File: src/rtl/step_controller.sv
// Single-step / free-run clock-enable generator for a microcoded control unit.
// Debounced manual stepping, divided free-run strobe and a sticky halt.
module step_controller #(
  parameter int unsigned DEBOUNCE_CYCLES = 4,
  parameter int unsigned RATE_DIV        = 4
) (
  input  logic       CLK,
  input  logic       RST,
  input  logic       run_mode,
  input  logic       step_btn,
  input  logic       halt,
  output logic       ctrl_en,
  output logic       halted,
  output logic [7:0] pulse_count
);

  typedef enum logic [1:0] {
    IDLE_STEP = 2'd0,
    FREE_RUN  = 2'd1,
    HALTED    = 2'd2
  } state_e;

  localparam logic [7:0] DB_LAST  = 8'(DEBOUNCE_CYCLES - 1);
  localparam logic [7:0] DIV_LAST = 8'(RATE_DIV - 1);

  logic       mode_meta_q, mode_sync_q;
  logic       btn_meta_q, btn_sync_q;
  logic       btn_db_q, btn_db_d;
  logic       btn_db_prev_q;
  logic [7:0] db_cnt_q, db_cnt_d;
  logic [7:0] div_q, div_d;
  state_e     state_q, state_d;
  logic       ctrl_en_q, ctrl_en_d;
  logic       halted_q, halted_d;
  logic [7:0] pcnt_q, pcnt_d;
  logic       step_evt;

  always_ff @(posedge CLK or posedge RST) begin
    if (RST) begin
      mode_meta_q   <= 1'b0;
      mode_sync_q   <= 1'b0;
      btn_meta_q    <= 1'b0;
      btn_sync_q    <= 1'b0;
      btn_db_q      <= 1'b0;
      btn_db_prev_q <= 1'b0;
      db_cnt_q      <= 8'd0;
      div_q         <= 8'd0;
      state_q       <= IDLE_STEP;
      ctrl_en_q     <= 1'b0;
      halted_q      <= 1'b0;
      pcnt_q        <= 8'd0;
    end else begin
      mode_meta_q   <= run_mode;
      mode_sync_q   <= mode_meta_q;
      btn_meta_q    <= step_btn;
      btn_sync_q    <= btn_meta_q;
      btn_db_q      <= btn_db_d;
      btn_db_prev_q <= btn_db_q;
      db_cnt_q      <= db_cnt_d;
      div_q         <= div_d;
      state_q       <= state_d;
      ctrl_en_q     <= ctrl_en_d;
      halted_q      <= halted_d;
      pcnt_q        <= pcnt_d;
    end
  end

  // A level change is accepted after DEBOUNCE_CYCLES consecutive mismatches.
  always_comb begin
    btn_db_d = btn_db_q;
    db_cnt_d = 8'd0;
    if (btn_sync_q != btn_db_q) begin
      if (db_cnt_q == DB_LAST) begin
        btn_db_d = btn_sync_q;
      end else begin
        db_cnt_d = db_cnt_q + 8'd1;
      end
    end
  end

  assign step_evt = btn_db_q & ~btn_db_prev_q;

  // Halt wins over everything; a mode change cancels divider and step alike.
  always_comb begin
    state_d   = state_q;
    div_d     = 8'd0;
    ctrl_en_d = 1'b0;
    halted_d  = halted_q;
    unique case (state_q)
      IDLE_STEP: begin
        if (halt) begin
          state_d  = HALTED;
          halted_d = 1'b1;
        end else if (mode_sync_q) begin
          state_d = FREE_RUN;
        end else begin
          ctrl_en_d = step_evt;
        end
      end
      FREE_RUN: begin
        if (halt) begin
          state_d  = HALTED;
          halted_d = 1'b1;
        end else if (!mode_sync_q) begin
          state_d = IDLE_STEP;
        end else if (div_q == DIV_LAST) begin
          ctrl_en_d = 1'b1;
        end else begin
          div_d = div_q + 8'd1;
        end
      end
      HALTED: begin
        halted_d = 1'b1;
      end
      default: begin
        state_d = IDLE_STEP;
      end
    endcase
  end

  assign pcnt_d = pcnt_q + {7'd0, ctrl_en_q};

  assign ctrl_en     = ctrl_en_q;
  assign halted      = halted_q;
  assign pulse_count = pcnt_q;

endmodule

File: config.mk
export PLATFORM = sky130hd
export DESIGN_NAME = step_controller
export DESIGN_NICKNAME = d
export VERILOG_FILES = /design/src/rtl/step_controller.sv
export SDC_FILE = /design/constraint.sdc
export NUM_CORES = 1
export LEC_CHECK = 0
export CORE_MARGIN = 5
export CORE_UTILIZATION = 54
export CTS_CLUSTER_DIAMETER = 40
export DETAILED_ROUTE_END_ITERATION = 6
export GPL_ROUTABILITY_DRIVEN = 0
export PLACE_DENSITY = 0.77
export REMOVE_ABC_BUFFERS = 1
export SYNTH_ARGS = -nofsm -noshare
export SYNTH_HDL_FRONTEND = slang
export SYNTH_SLANG_ARGS = --single-unit
File: constraint.sdc
create_clock -name CLK -period 1.96 [get_ports CLK]
set_clock_uncertainty 0.15 [all_clocks]
set_input_delay 0.196 -clock CLK [delete_from_list [all_inputs] [get_ports CLK]]
set_output_delay 0.196 -clock CLK [all_outputs]
set_load 0.005 [all_outputs]
==> impl_metrics.ini, run 1 <==
[final_layout]
drive_above_1_share = 0.09859
syn_to_final_growth_pct = 17.62
fin_nets = 151
fillers = 192
fin_area_sq_um = 1654
seq_area_sq_um = 850.8
multi_input_area_sq_um = 539.3
diodes = 0

[yosys]
synth_cells = 118
synthArstFlopShare = 1.000
yosysTopAreaCell = dfrtp_1
synth.yosys.seq_area_share = 0.6050
synth_area_sq_um = 1406
yosys_warnings = 0
ys_ff_latch = 34
synth_area_leaders = dfrtp_1 60%, xor2_1 4.4%, xnor2_1 3.7%, ha_1 3.6%, nand3_1 3.2%
synth.avg_cell_area_sq_um = 11.92
synthTopCellsByCount = 34 x dfrtp_1, 11 x nor2_1, 9 x nand3_1, 7 x a21oi_1, 7 x xor2_1
netlist.area_leader.share = 0.6050
synth-main-ff-cell = dfrtp_1
yosys.cell_types.count = 23
yosysMostFrequentCell = dfrtp_1
synth-edff-count = 0

[sta]
holdWs_ps = 112.1
setup_viol = 0
finalHoldViolCount = 0
worst_pin_slew_ps = 395.1
relSlewSlack = 0.7342
post-route-period-util = 0.9621
fmax_ghz = 0.5303
min_period_ps = 1886
drv_slew = 0
worst_slack_ps = 74.21

[drt]
antenna_left = 0
routedWlPerCell_um = 13.01
dr.pass1.iters = 4
num_vias = 954
totalWireLength_mm = 2.237
drtIter0Drc = 58
routed_via_density = 5.547
route.detailed.drc = 0

[placement]
place_worst_setup_slack_ps = 29.29
portBuffers = 14
hpwl_mm = 1.606
dpl-instance-area_sq_um = 1599

[global_route]
grt_max_degree = 35
grt_pass1_wl_mm = 4.243
grt_overflow = 0
grt_pass1_vias = 1018
antenna_found_initial = 0
grt_usage = 0.1565

[clocking]
cts_buffers = 5
cts_tree = yes
clock_latency_ps = 310
cts_buffer_depth = 2
path_clk_slew_ps = 90
cts_root_buf = clkbuf_4
cts_sinks = 34
cts-htree-levels = 2

[floorplan]
pin_count = 15
row_count = 18
die_x_um = 61.03
fp.dieH_um = 61.03
initial_core_util = 0.5677
core_area_sq_um = 2477
die_area_sq_um = 3725

[worst_setup_path]
worstSetupPathType = reg -> reg
worstPathArrival_ps = 1940
crit_family = simple AND/OR/NAND/NOR gates
path_buf_inv = 1
cpMaxStageDelayCell = or4b_4
cp.required_ps = 2020
max_stage_delay_ps = 490
worstSetupEndpointType = flop
startpoint_type = flop
path_cells = ha_2, or4b_4, o41ai_4, buf_4, nor2_1
critPathMaxFanout = 8

[run]
cap_violations = 0

[pwr]
p_per_area_nw_per_um2 = 789.3
p_leak_nw = 0.7157
ir_worst_vdd_uv = 629.6

[outcome]
status = finished, final reports clean

[worst_hold_path]
hp-class = in -> async
-- logic make-up after synthesis --
kind of cell,after synthesis,synth area share
AOI/OAI and AO/OA,15,0.07118
xor gates and xnor gates,13,0.08096
adders and majority gates,4,0.03559
buffers and inverters,5,0.01335
DFF,34,0.6050
muxes,2,0.01512
and+or+nand+nor,45,0.1788
-- through the flow --
step	utilization	TNS [ps]	instances	power, W
final	0.6677	0	172	0.001306
after global routing	0.6677	-3.196	172	0.001391
after detailed placement	0.6455	0	164	0.0009667
after global placement	0.6455	0	164	0.0009574
after CTS	0.6636	0	171	0.001306
after floorplan	-	0	118	0.0009225
-- registers in the layout, indices dropped and copies added (netlist names) --
signal,flops
ctrl_en,1
mode_sync_q,1
pulse_count,8
halted,1
btn_db_q,1
db_cnt_q,8
mode_meta_q,1
btn_db_prev_q,1
btn_sync_q,1
div_q,8
btn_meta_q,1
state_q,2
-- layout make-up --
cell class / instances / area share
clock buffers: 7 / 0.02723
inverters: 5 / 0.01135
multi-input cells: 79 / 0.3260
flip-flops and latches: 34 / 0.5144
well taps: 30 / 0.02269
repair buffers: 17 / 0.09834
-- timing repair --
action | in CTS | in global routing
gates resized for setup | 0 | 1
hold buffers | 0 | 0
setup endpoints to repair | 0 | 9
setup buffers | 0 | 1
-- cells in the final DEF, fill, tap and decap left out, drive strengths merged, types with 6 or more instances in the layout --
cell type      count
a21oi              7
clkbuf             7
clkdlybuf4s50     14
dfrtp             34
nand2              6
nand3              9
nor2              11
o21ai              6
or3                6
xnor2              6
xor2               7
-- path summary, 6_finish.rpt --
kind,startpoint,to,slack [ps],cells after the start
max,db_cnt_q[0]$_DFF_PP0_,db_cnt_q[0]$_DFF_PP0_,70,5
min reg2reg,btn_meta_q$_DFF_PP0_,btn_sync_q$_DFF_PP0_,210,0
max reg2reg,db_cnt_q[0]$_DFF_PP0_,db_cnt_q[0]$_DFF_PP0_,70,5
min,RST,pulse_count[5]$_DFF_PP0_,110,3
min in group CLK,step_btn,btn_meta_q$_DFF_PP0_,160,1
max in group asynchronous,RST,halted$_DFFE_PP0P_,1260,3
-- worst reg2reg max path, stage by stage, from the launching register on --
cell and delay (ps):
dfrtp_1 380, ha_2 210, or4b_4 490, o41ai_4 290, buf_4 210, nor2_1 50
-- power by group --
group | leakage [nW] | switching [W] | internal [W] | total [W]
clock network | 0.0254 | 0.000200 | 0.000135 | 0.000335
registers | 0.449 | 0.0000404 | 0.000749 | 0.000789
logic | 0.241 | 0.0000893 | 0.0000915 | 0.000181
total | 0.716 | 0.000330 | 0.000976 | 0.00131
-- metal layers --
| layer | part of all wire | track usage | vias to the layer above |
|---|---|---|---|
| met1 | 0.45 | 0.1865 | 464 |
| met2 | 0.46 | 0.2492 | 27 |
| met3 | 0.084 | 0.06709 | 2 |
| met5 | 0 | 0 | - |
| li1 | - | - | 461 |
| met4 | 0.0085 | 0.06502 | 0 |
No activity file was read; power rests on OpenSTA's default activity.
==> run 2, diff against run 1 <==
==> constraint.sdc (replaced) <==
create_clock -name CLK -period 1.8 [get_ports CLK]
set_clock_uncertainty 0.15 [all_clocks]
set_input_delay 0.18 -clock CLK [delete_from_list [all_inputs] [get_ports CLK]]
set_output_delay 0.18 -clock CLK [all_outputs]
set_load 0.005 [all_outputs]
==> impl_metrics.ini, run 2 (synthesis results as in run 1) <==
[worst_setup_path]
path_cells = ha_2, or4b_4, o41ai_4, buf_4, a21oi_1
max_stage_delay_ps = 500
cp.required_ps = 1880
worstSetupPathType = reg -> reg
critPathMaxFanout = 7
worstSetupEndpointType = flop
worstPathArrival_ps = 1930
cpMaxStageDelayCell = or4b_4
startpoint_type = flop

[placement]
place_worst_setup_slack_ps = 6.953
hpwl_mm = 1.742
portBuffers = 14

[floorplan]
row_count = 18
pin_count = 15
fp.dieH_um = 61.03
core_area_sq_um = 2477
die_x_um = 61.03
initial_core_util = 0.5677
die_area_sq_um = 3725

[sta]
worst_slack_ps = -49.61
worst_pin_slew_ps = 417.7
drv_slew = 0
setup_viol = 7
relSlewSlack = 0.7215
min_period_ps = 1850
finalHoldViolCount = 0
grt_setup_unrepaired = yes
post-route-period-util = 1.028
fmax_ghz = 0.5407

[global_route]
met1_usage = 0.1906
grt_overflow = 0
grt_pass1_vias = 984
grtUsageMet3 = 0.07966
grt_max_degree = 35
gr-usage-met2 = 0.2356
antenna_found_initial = 0
grt_usage = 0.1600
gr-max-usage-layer = met2
grt_pass1_wl_mm = 4.181

[pwr]
internal_power_w = 0.001257
netSwitchingPower_w = 0.0004277
p_leak_nw = 0.7650
p_total_w = 0.001685
p_per_area_nw_per_um2 = 968.9
seq_power_share = 0.513
swShare = 0.2538
ir_worst_vdd_uv = 861.1
clock_power_share = 0.323
p_comb_frac = 0.164

[drt]
dr.pass1.iters = 4
num_vias = 982
drtIter0Drc = 22
antenna_left = 0
route.detailed.drc = 0
routedWlPerCell_um = 14.83
routed_via_density = 5.517
totalWireLength_mm = 2.639

[clocking]
cts_root_buf = clkbuf_4
cts_sinks = 34
cts-htree-levels = 2
clock_latency_ps = 350
cts_tree = yes
cts_buffer_depth = 2
cts_buffers = 5
path_clk_slew_ps = 110

[final_layout]
drive_above_1_share = 0.1554
fillers = 190
syn_to_final_growth_pct = 23.67
mostFrequentLayoutCells = 34 x dfrtp_1, 14 x clkdlybuf4s50_1, 10 x nor2_1
fin_nets = 156
diodes = 0
final_common_cell = dfrtp_1

[run]
cap_violations = 0

[worst_hold_path]
hp-class = in -> async

[outcome]
violations = setup timing
status = finished, violations left
==> run 2: changes by cell type in the layout (fill, tap and decap cells not counted), sizes merged <==
cell    delta
clkinv     +2
bufinv     +1
clkbuf     -2
buf        +5
==> run 2: per-stage QoR <==
step / std cells / setup TNS, ps / utilization / cell area (sq um) / hold slack, ps
4_1_cts: 175 / -7.332 / 0.6894 / 1708 / 77.43
2_1_floorplan: 118 / -12.74 / - / 1406 / 61.43
5_1_grt: 178 / -656.9 / 0.7020 / 1739 / 89.21
3_5_place_dp: 167 / 0 / 0.6545 / 1622 / 187.1
3_3_place_gp: 167 / 0 / 0.6545 / 1622 / 182.5
6_report: 178 / -235.4 / 0.7020 / 1739 / 63.69
==> run 2: timing repair <==
item / 4_1_cts / 5_1_grt
hold buffers: 0 / 0
gates cloned: 0 / 0
resized for setup: 1 / 3
setup endpoints to repair: 1 / 8
buffers inserted: 0 / 3
==> run 2: final timing paths <==
| path | startpoint | to | slack [ps] | cells after the start |
|---|---|---|---|---|
| hold / removal | RST | pulse_count[5]$_DFF_PP0_ | 60 | 3 |
| min in group CLK | step_btn | btn_meta_q$_DFF_PP0_ | 120 | 1 |
| hold reg to reg | btn_meta_q$_DFF_PP0_ | btn_sync_q$_DFF_PP0_ | 210 | 0 |
| setup reg to reg | db_cnt_q[0]$_DFF_PP0_ | db_cnt_q[5]$_DFF_PP0_ | -50 | 5 |
| max in group asynchronous | RST | div_q[1]$_DFF_PP0_ | 1130 | 3 |
| setup / recovery | db_cnt_q[0]$_DFF_PP0_ | db_cnt_q[5]$_DFF_PP0_ | -50 | 5 |
==> run 2: final cells by class <==
class / instances / area (sq um) / area share
Inverter: 5 / 18.77 / 0.01079
Sequential cell: 34 / 850.8 / 0.4892
Clock buffer: 5 / 37.54 / 0.02158
Timing Repair Buffer: 22 / 200.2 / 0.1151
Multi-Input combinational cell: 79 / 554.3 / 0.3187
Tap cell: 30 / 37.54 / 0.02158
Clock inverter: 3 / 40.04 / 0.02302
==> run 2: per-layer routing <==
metal  vias up  share of wire
met3         7          0.066
met1       472           0.44
met4         0          0.023
met5         -              0
li1        475              -
met2        28           0.47
==> run 2: power groups by stage <==
stage / clock network, W / registers, W / logic, W
global placement: 0 / 0.000872 / 0.000210
detailed placement: 0 / 0.000873 / 0.000217
global route: 0.000598 / 0.000871 / 0.000302
floorplan: 0 / 0.000867 / 0.000138
finish: 0.000544 / 0.000865 / 0.000276
CTS: 0.000559 / 0.000861 / 0.000221
==> run 2: critical path: cells and delay by family (launching register included) <==
kind	cells	cell delay, ps
compound gates	2	330
simple gates	1	500
flops	1	370
buf+inv	1	210
fa+ha+maj	1	180
